**config.mk**
```make
export PLATFORM = sky130hd
export DESIGN_NAME = fib_req_arbiter_flat
export DESIGN_NICKNAME = d
export VERILOG_FILES = /design/src/rtl/fib_req_arbiter_pkg.sv /design/src/rtl/fib_req_arbiter_if.sv /design/src/rtl/fib_req_arbiter_rr_arbiter.sv /design/src/rtl/fib_req_arbiter.sv /design/src/flat_wrapper.sv
export SDC_FILE = /design/constraint.sdc
export NUM_CORES = 1
export LEC_CHECK = 0
export CAP_MARGIN = 0
export CORE_MARGIN = 4
export CORE_UTILIZATION = 32
export CTS_CLUSTER_SIZE = 10
export DETAILED_ROUTE_END_ITERATION = 7
export SETUP_SLACK_MARGIN = 0.5
export SLEW_MARGIN = 20
export SYNTH_ARGS = -nofsm -noshare
export SYNTH_HDL_FRONTEND = slang
export SYNTH_HIERARCHICAL = 1
export SYNTH_SLANG_ARGS = --single-unit
```
**constraint.sdc**
```tcl
create_clock -name clk -period 5 [get_ports clk]
set_clock_uncertainty 0.2 [all_clocks]
set_input_delay 1.25 -clock clk [delete_from_list [all_inputs] [get_ports clk]]
set_output_delay 1.25 -clock clk [all_outputs]
set_load 0.02 [all_outputs]
```
**src/rtl/fib_req_arbiter_pkg.sv**
```systemverilog
// Shared types and default sizing for the Fibonacci request arbiter.
// States, default widths and the per-job watchdog limit live here.
package fib_arb_pkg;

  typedef enum logic [1:0] {
    IDLE  = 2'd0,
    ISSUE = 2'd1,
    WAIT  = 2'd2,
    RESP  = 2'd3
  } arb_state_t;

  localparam int NTH_W_DEF   = 8;
  localparam int RES_W_DEF   = 20;
  localparam int TIMEOUT_DEF = 300;

endpackage

```
**src/rtl/fib_req_arbiter_if.sv**
```systemverilog
// Requester-side bundle: per-client request handshake plus the shared response bus.
// master = client side, slave = arbiter side.
interface fib_req_arbiter_if
  import fib_arb_pkg::*;
#(
  parameter int N_REQ = 4,
  parameter int NTH_W = NTH_W_DEF,
  parameter int RES_W = RES_W_DEF
);

  logic [N_REQ-1:0]       req_valid;
  logic [N_REQ*NTH_W-1:0] req_nth;
  logic [N_REQ-1:0]       req_ready;
  logic [N_REQ-1:0]       rsp_valid;
  logic [RES_W-1:0]       rsp_result;
  logic                   rsp_err;

  modport master (
    output req_valid, req_nth,
    input  req_ready, rsp_valid, rsp_result, rsp_err
  );

  modport slave (
    input  req_valid, req_nth,
    output req_ready, rsp_valid, rsp_result, rsp_err
  );

endinterface

```
**src/rtl/fib_req_arbiter_rr_arbiter.sv**
```systemverilog
// Round-robin picker: first asserted request at or after ptr, wrapping.
// Purely combinational; no state, no backpressure.
module rr_arbiter #(
  parameter int N_REQ = 4,
  parameter int IDX_W = $clog2(N_REQ)
) (
  input  logic [N_REQ-1:0] req,
  input  logic [IDX_W-1:0] ptr,
  output logic [N_REQ-1:0] gnt,
  output logic [IDX_W-1:0] idx,
  output logic             any
);

  logic [IDX_W-1:0] cand;

  always_comb begin
    gnt  = '0;
    idx  = '0;
    any  = 1'b0;
    cand = '0;
    for (int k = 0; k < N_REQ; k++) begin
      cand = IDX_W'((int'(ptr) + k) % N_REQ);
      if (!any && req[cand]) begin
        any       = 1'b1;
        idx       = cand;
        gnt[cand] = 1'b1;
      end
    end
  end

endmodule

```
**src/rtl/fib_req_arbiter.sv**
```systemverilog
// Shares one Fibonacci core among N_REQ clients, one job at a time, round-robin.
// Latency: grant T, start T+1, response one cycle after core done (or T+1 for nth=0).
// Backpressure: clients hold req_valid until a one-cycle req_ready; no grants outside IDLE.
module fib_req_arbiter
  import fib_arb_pkg::*;
#(
  parameter int N_REQ   = 4,
  parameter int NTH_W   = NTH_W_DEF,
  parameter int RES_W   = RES_W_DEF,
  parameter int TIMEOUT = TIMEOUT_DEF
) (
  input  logic                 clk,
  input  logic                 reset_n,
  fib_req_arbiter_if.slave     req_if,
  output logic                 core_start,
  output logic [NTH_W-1:0]     core_nth,
  input  logic [RES_W-1:0]     core_result,
  input  logic                 core_out_en,
  output logic                 busy
);

  localparam int IDX_W = $clog2(N_REQ);
  localparam int TMR_W = $clog2(TIMEOUT + 1);

  arb_state_t       state, state_d;
  logic [IDX_W-1:0] owner, rr_ptr;
  logic [TMR_W-1:0] timer;
  logic [N_REQ-1:0] gnt, owner_oh, rsp_valid_q;
  logic [IDX_W-1:0] gnt_idx;
  logic             gnt_any;
  logic [NTH_W-1:0] win_nth;
  logic             timed_out;
  logic [RES_W-1:0] rsp_result_q;
  logic             rsp_err_q;

  rr_arbiter #(.N_REQ(N_REQ), .IDX_W(IDX_W)) u_rr (
    .req (req_if.req_valid),
    .ptr (rr_ptr),
    .gnt (gnt),
    .idx (gnt_idx),
    .any (gnt_any)
  );

  assign win_nth   = req_if.req_nth[gnt_idx*NTH_W +: NTH_W];
  assign owner_oh  = {{(N_REQ-1){1'b0}}, 1'b1} << owner;
  assign timed_out = (timer == TMR_W'(TIMEOUT - 1));

  assign req_if.req_ready  = (state == IDLE) ? gnt : '0;
  assign req_if.rsp_valid  = rsp_valid_q;
  assign req_if.rsp_result = rsp_result_q;
  assign req_if.rsp_err    = rsp_err_q;

  // core_out_en is only looked at in WAIT: it can still be high from the last job during ISSUE.
  always_comb begin
    state_d = state;
    case (state)
      IDLE:    if (gnt_any) state_d = (win_nth == '0) ? RESP : ISSUE;
      ISSUE:   state_d = WAIT;
      WAIT:    if (core_out_en || timed_out) state_d = RESP;
      RESP:    state_d = IDLE;
      default: state_d = IDLE;
    endcase
  end

  always_ff @(posedge clk or negedge reset_n) begin
    if (!reset_n) begin
      state        <= IDLE;
      owner        <= '0;
      rr_ptr       <= '0;
      timer        <= '0;
      core_nth     <= '0;
      core_start   <= 1'b0;
      busy         <= 1'b0;
      rsp_valid_q  <= '0;
      rsp_result_q <= '0;
      rsp_err_q    <= 1'b0;
    end else begin
      state       <= state_d;
      core_start  <= (state_d == ISSUE);
      busy        <= (state_d != IDLE);
      rsp_valid_q <= '0;
      case (state)
        IDLE: if (gnt_any) begin
          owner    <= gnt_idx;
          core_nth <= win_nth;
          rr_ptr   <= (gnt_idx == IDX_W'(N_REQ - 1)) ? '0 : gnt_idx + IDX_W'(1);
          if (win_nth == '0) begin
            rsp_result_q <= '0;
            rsp_err_q    <= 1'b1;
            rsp_valid_q  <= gnt;
          end
        end
        ISSUE: timer <= '0;
        WAIT: begin
          timer <= timer + TMR_W'(1);
          if (core_out_en) begin
            rsp_result_q <= core_result;
            rsp_err_q    <= 1'b0;
            rsp_valid_q  <= owner_oh;
          end else if (timed_out) begin
            rsp_result_q <= '0;
            rsp_err_q    <= 1'b1;
            rsp_valid_q  <= owner_oh;
          end
        end
        default: ;
      endcase
    end
  end

endmodule

```
**src/flat_wrapper.sv**
```systemverilog
// flat-port wrapper written by rule: the top's interface ports become plain ports
module fib_req_arbiter_flat import fib_arb_pkg::*;
#(
  parameter int N_REQ   = 4,
  parameter int NTH_W   = NTH_W_DEF,
  parameter int RES_W   = RES_W_DEF,
  parameter int TIMEOUT = TIMEOUT_DEF
)
  (clk, reset_n, core_start, core_nth, core_result, core_out_en, busy, req_if_req_valid, req_if_req_nth, req_if_req_ready, req_if_rsp_valid, req_if_rsp_result, req_if_rsp_err);
  fib_req_arbiter_if #(.N_REQ(N_REQ), .NTH_W(NTH_W), .RES_W(RES_W)) req_if_i ();
  input  logic clk;
  input  logic reset_n;
  output logic core_start;
  output logic [NTH_W-1:0] core_nth;
  input  logic [RES_W-1:0] core_result;
  input  logic core_out_en;
  output logic busy;
  input wire logic [$bits(req_if_i.req_valid)-1:0] req_if_req_valid;
  input wire logic [$bits(req_if_i.req_nth)-1:0] req_if_req_nth;
  output wire logic [$bits(req_if_i.req_ready)-1:0] req_if_req_ready;
  output wire logic [$bits(req_if_i.rsp_valid)-1:0] req_if_rsp_valid;
  output wire logic [$bits(req_if_i.rsp_result)-1:0] req_if_rsp_result;
  output wire logic [$bits(req_if_i.rsp_err)-1:0] req_if_rsp_err;
  assign req_if_i.req_valid = req_if_req_valid;
  assign req_if_i.req_nth = req_if_req_nth;
  assign req_if_req_ready = req_if_i.req_ready;
  assign req_if_rsp_valid = req_if_i.rsp_valid;
  assign req_if_rsp_result = req_if_i.rsp_result;
  assign req_if_rsp_err = req_if_i.rsp_err;
  fib_req_arbiter #(.N_REQ(N_REQ), .NTH_W(NTH_W), .RES_W(RES_W), .TIMEOUT(TIMEOUT)) u_core (.clk(clk), .reset_n(reset_n), .req_if(req_if_i), .core_start(core_start), .core_nth(core_nth), .core_result(core_result), .core_out_en(core_out_en), .busy(busy));
endmodule
```
==> results_dict.tcl <==
set metrics [dict create \
    syn_nets 313 \
    via_per_inst 5.09 \
    mostFrequentLayoutCells "clkdlybuf4s50_1 (88), dfrtp_1 (50), buf_4 (34)" \
    ys_top_cells_by_area "dfrtp_1 (42%), mux2_4 (10%), mux4_2 (7.6%)" \
    yosysWarnings 6 \
    synth.top_cell.area_share_pct 42.0 \
    rsz0062_at_grt "true" \
    dr.pass1.iters 4 \
    seq_area_frac_synth_pct 42.0 \
    maxCapViolations 0 \
    place_hpwl_um 5180 \
    die-area_um2 10900 \
    hold_buffers 0 \
    nNetsFinal 453 \
    synth_top_cell_by_area "dfrtp_1" \
    crit_arrival_ps 4620 \
    min_path_type "flip-flop to flip-flop" \
    path_clk_slew_ps 100 \
    worstSetupEndpointType "flip-flop" \
    critPathRequiredTime_ps 5000 \
    timing.rr.start "u_core/rr_ptr[1]" \
    cts_sinks 50 \
    relSlewSlack_pct 36.7 \
    syn_inst 245 \
    antenna_left 0 \
    globalRouteOverflowTotal 0 \
    finalMaxSlewViolations 0 \
    drc 0 \
    die_h_um 104 \
    clockBufferDepth 2 \
    setup_tns_ps 0 \
    min_path_cells 1 \
    min_from "u_core/core_nth[7]" \
    worst_slew_pin_slew_ps 949 \
    synth_top_family_by_area "multiplexers" \
    synthMuxAreaShare_pct 25.7 \
    final_common_cell "clkdlybuf4s50_1" \
    cts_root_buf "clkbuf_8" \
    initial_core_util_pct 33.5 \
    yosys.area_share.adder_pct 3.78 \
    ir_drop_mv 0.339 \
    holdPathEnd "u_core/core_nth[7]" \
    grt_usage_pct 14.5 \
    r2r_end "u_core/req_if.rsp_result[17]" \
    reg2regPathDepth 15 \
    drive_gt1_share_pct 33.9 \
    dieWidth_um 104 \
    cts-buffers-inserted 5 \
    wirelength_um 7950 \
    status "completed" \
    p_per_area_nw_per_um2 691 \
    min_period_ps 4620 \
    r2r_setup_slack_ps 550 \
    syn_avg_cell_area_um2 12.1 \
    synth.distinct_cells 43 \
    synth-simple-area-share_pct 13.8 \
    yosys.area_share.xor_xnor_pct 0 \
    synth_compound_area_share_pct 10.2 \
    syn_to_final_growth_pct 57.8 \
    wl_per_cell_um 16.1 \
    rows 34 \
    total_power_uw 3250 \
    grt_pass1_vias 2620 \
    coreArea_um2 8890 \
    finalHoldViolations 0 \
    start_kind "input port" \
    critPathKind "input port to flip-flop" \
    grt_max_degree 51 \
    worstPathMaxFanout 7 \
    clock_latency_ps 310 \
    netlist_area_um2 2980 \
    grt_pass1_wl_um 13000 \
    htreeDepth 2 \
    max_freq_ghz 0.216 \
    antenna_cells 0 \
    place_worst_setup_slack_ps -308 \
    setup_violations 0 \
    io_pins 98 \
    io_buffer_count 97 \
    vias 2515 \
    worst_slack_ps 380 \
    antenna_found_initial 0 \
    leakage_uw 0.00214 \
    gp_congestion 0.829 \
    synth-seq-cells 50 \
    first_iter_violations 155 \
    finalCritPeriodShare_pct 92.4 \
    cts_tree "yes" \
]
==> critical path, stage by stage <==
cell and delay (ps):
buf_6 100, buf_6 100, mux4_2 510, and2b_2 260, o21ai_2 70, o31ai_4 80
buf_12 160, buf_6 100, mux4_2 500, or4_4 580, o21ai_4 180, o211ai_4 130
buf_6 170, buf_16 130, mux2_4 290
==> layout make-up <==
cell class	instances	area [um^2]
flip-flops and latches	50	1250
repair buffers	146	1470
clock buffers	5	68.8
well taps	108	135
clock inverters	3	43.8
inverters	12	45.0
fillers	758	4190
multi-input cells	170	1680
==> routing by layer <==
metal	routed length, um	track usage [%]
met1	3540	18.1
met2	3710	24.6
met3	615	4.72
met4	86	2.94
met5	0	0
==> kinds of logic (layout without fill, tap and decap cells) <==
| logic type | after synthesis | after routing |
|---|---|---|
| adders and majority gates | 9 | 9 |
| muxes | 49 | 49 |
| AOI/OAI and AO/OA | 42 | 43 |
| and+or+nand+nor | 69 | 69 |
| DFF | 50 | 50 |
| buffers and inverters | 26 | 166 |
==> how the worst max path moves through the flow <==
stage / from / to / slack [ps] / cells past startpoint
CTS: req_if_req_valid[1] / u_core/req_if.rsp_result[7] / 380 / 15
detailed placement: req_if_req_valid[1] / u_core/req_if.rsp_result[0] / -310 / 12
global route: req_if_req_valid[1] / u_core/req_if.rsp_result[7] / 280 / 14
finish: req_if_req_valid[1] / u_core/req_if.rsp_result[17] / 380 / 15
global placement: req_if_req_valid[1] / req_if_req_ready[1] / -290 / 9
floorplan: req_if_req_valid[2] / u_core/req_if.rsp_err / 450 / 12
==> through the flow <==
step	hold WS, ps	instances	area [um^2]	util (%)
CTS	314	487	4590	51.7
detailed placement	295	457	4180	47.1
finish	311	494	4700	52.8
floorplan	269	245	3010	-
global placement	288	457	4180	47.1
global route	326	494	4700	52.8
==> synth_stat cells <==
cell type	n
and2_1	4
or3_1	2
clkbuf_1	9
nor3_2	1
or2_1	1
nand2_1	13
or4b_1	1
or4_1	1
or4_4	1
and2b_2	1
a21oi_1	2
mux2_4	20
a22oi_1	9
mux4_2	10
mux4_1	2
a32o_1	1
ha_1	9
o21ai_0	14
and3_1	22
dfrtp_1	50
o41ai_2	1
nand2b_1	2
o21ai_2	1
nor2_1	6
a221o_1	1
buf_6	5
nand4_1	2
nand3_1	4
o22ai_1	1
mux2_2	12
o211ai_2	1
mux2_1	1
o41ai_1	1
nor2b_1	4
o31ai_1	3
o211ai_1	1
nor3_1	2
a22o_1	5
mux2i_1	4
nor4_1	1
o221ai_1	1
nor4b_4	1
inv_1	12
==> registers in the layout (all words and copies together) (netlist names) <==
register                  cells
u_core/busy                   1
u_core/core_nth               8
u_core/core_start             1
u_core/owner                  2
u_core/req_if.rsp_err         1
u_core/req_if.rsp_result     20
u_core/req_if.rsp_valid       4
u_core/rr_ptr                 2
u_core/state                  2
u_core/timer                  9
==> what timing repair did <==
action                                  in CTS  in global routing
gates cloned                                 4                  0
resized for setup                           63                 15
pin swaps                                   11                  7
setup buffers                               18                  7
endpoints found under the setup margin      32                 25
==> report_power, final <==
group          total [uW]  internal, uW  switching (uW)
registers             633           546            87.1
clock network         291           150             141
logic                2320          1320             999
total                3250          2020            1230
Note: power is estimated with default switching activity, not from simulation.
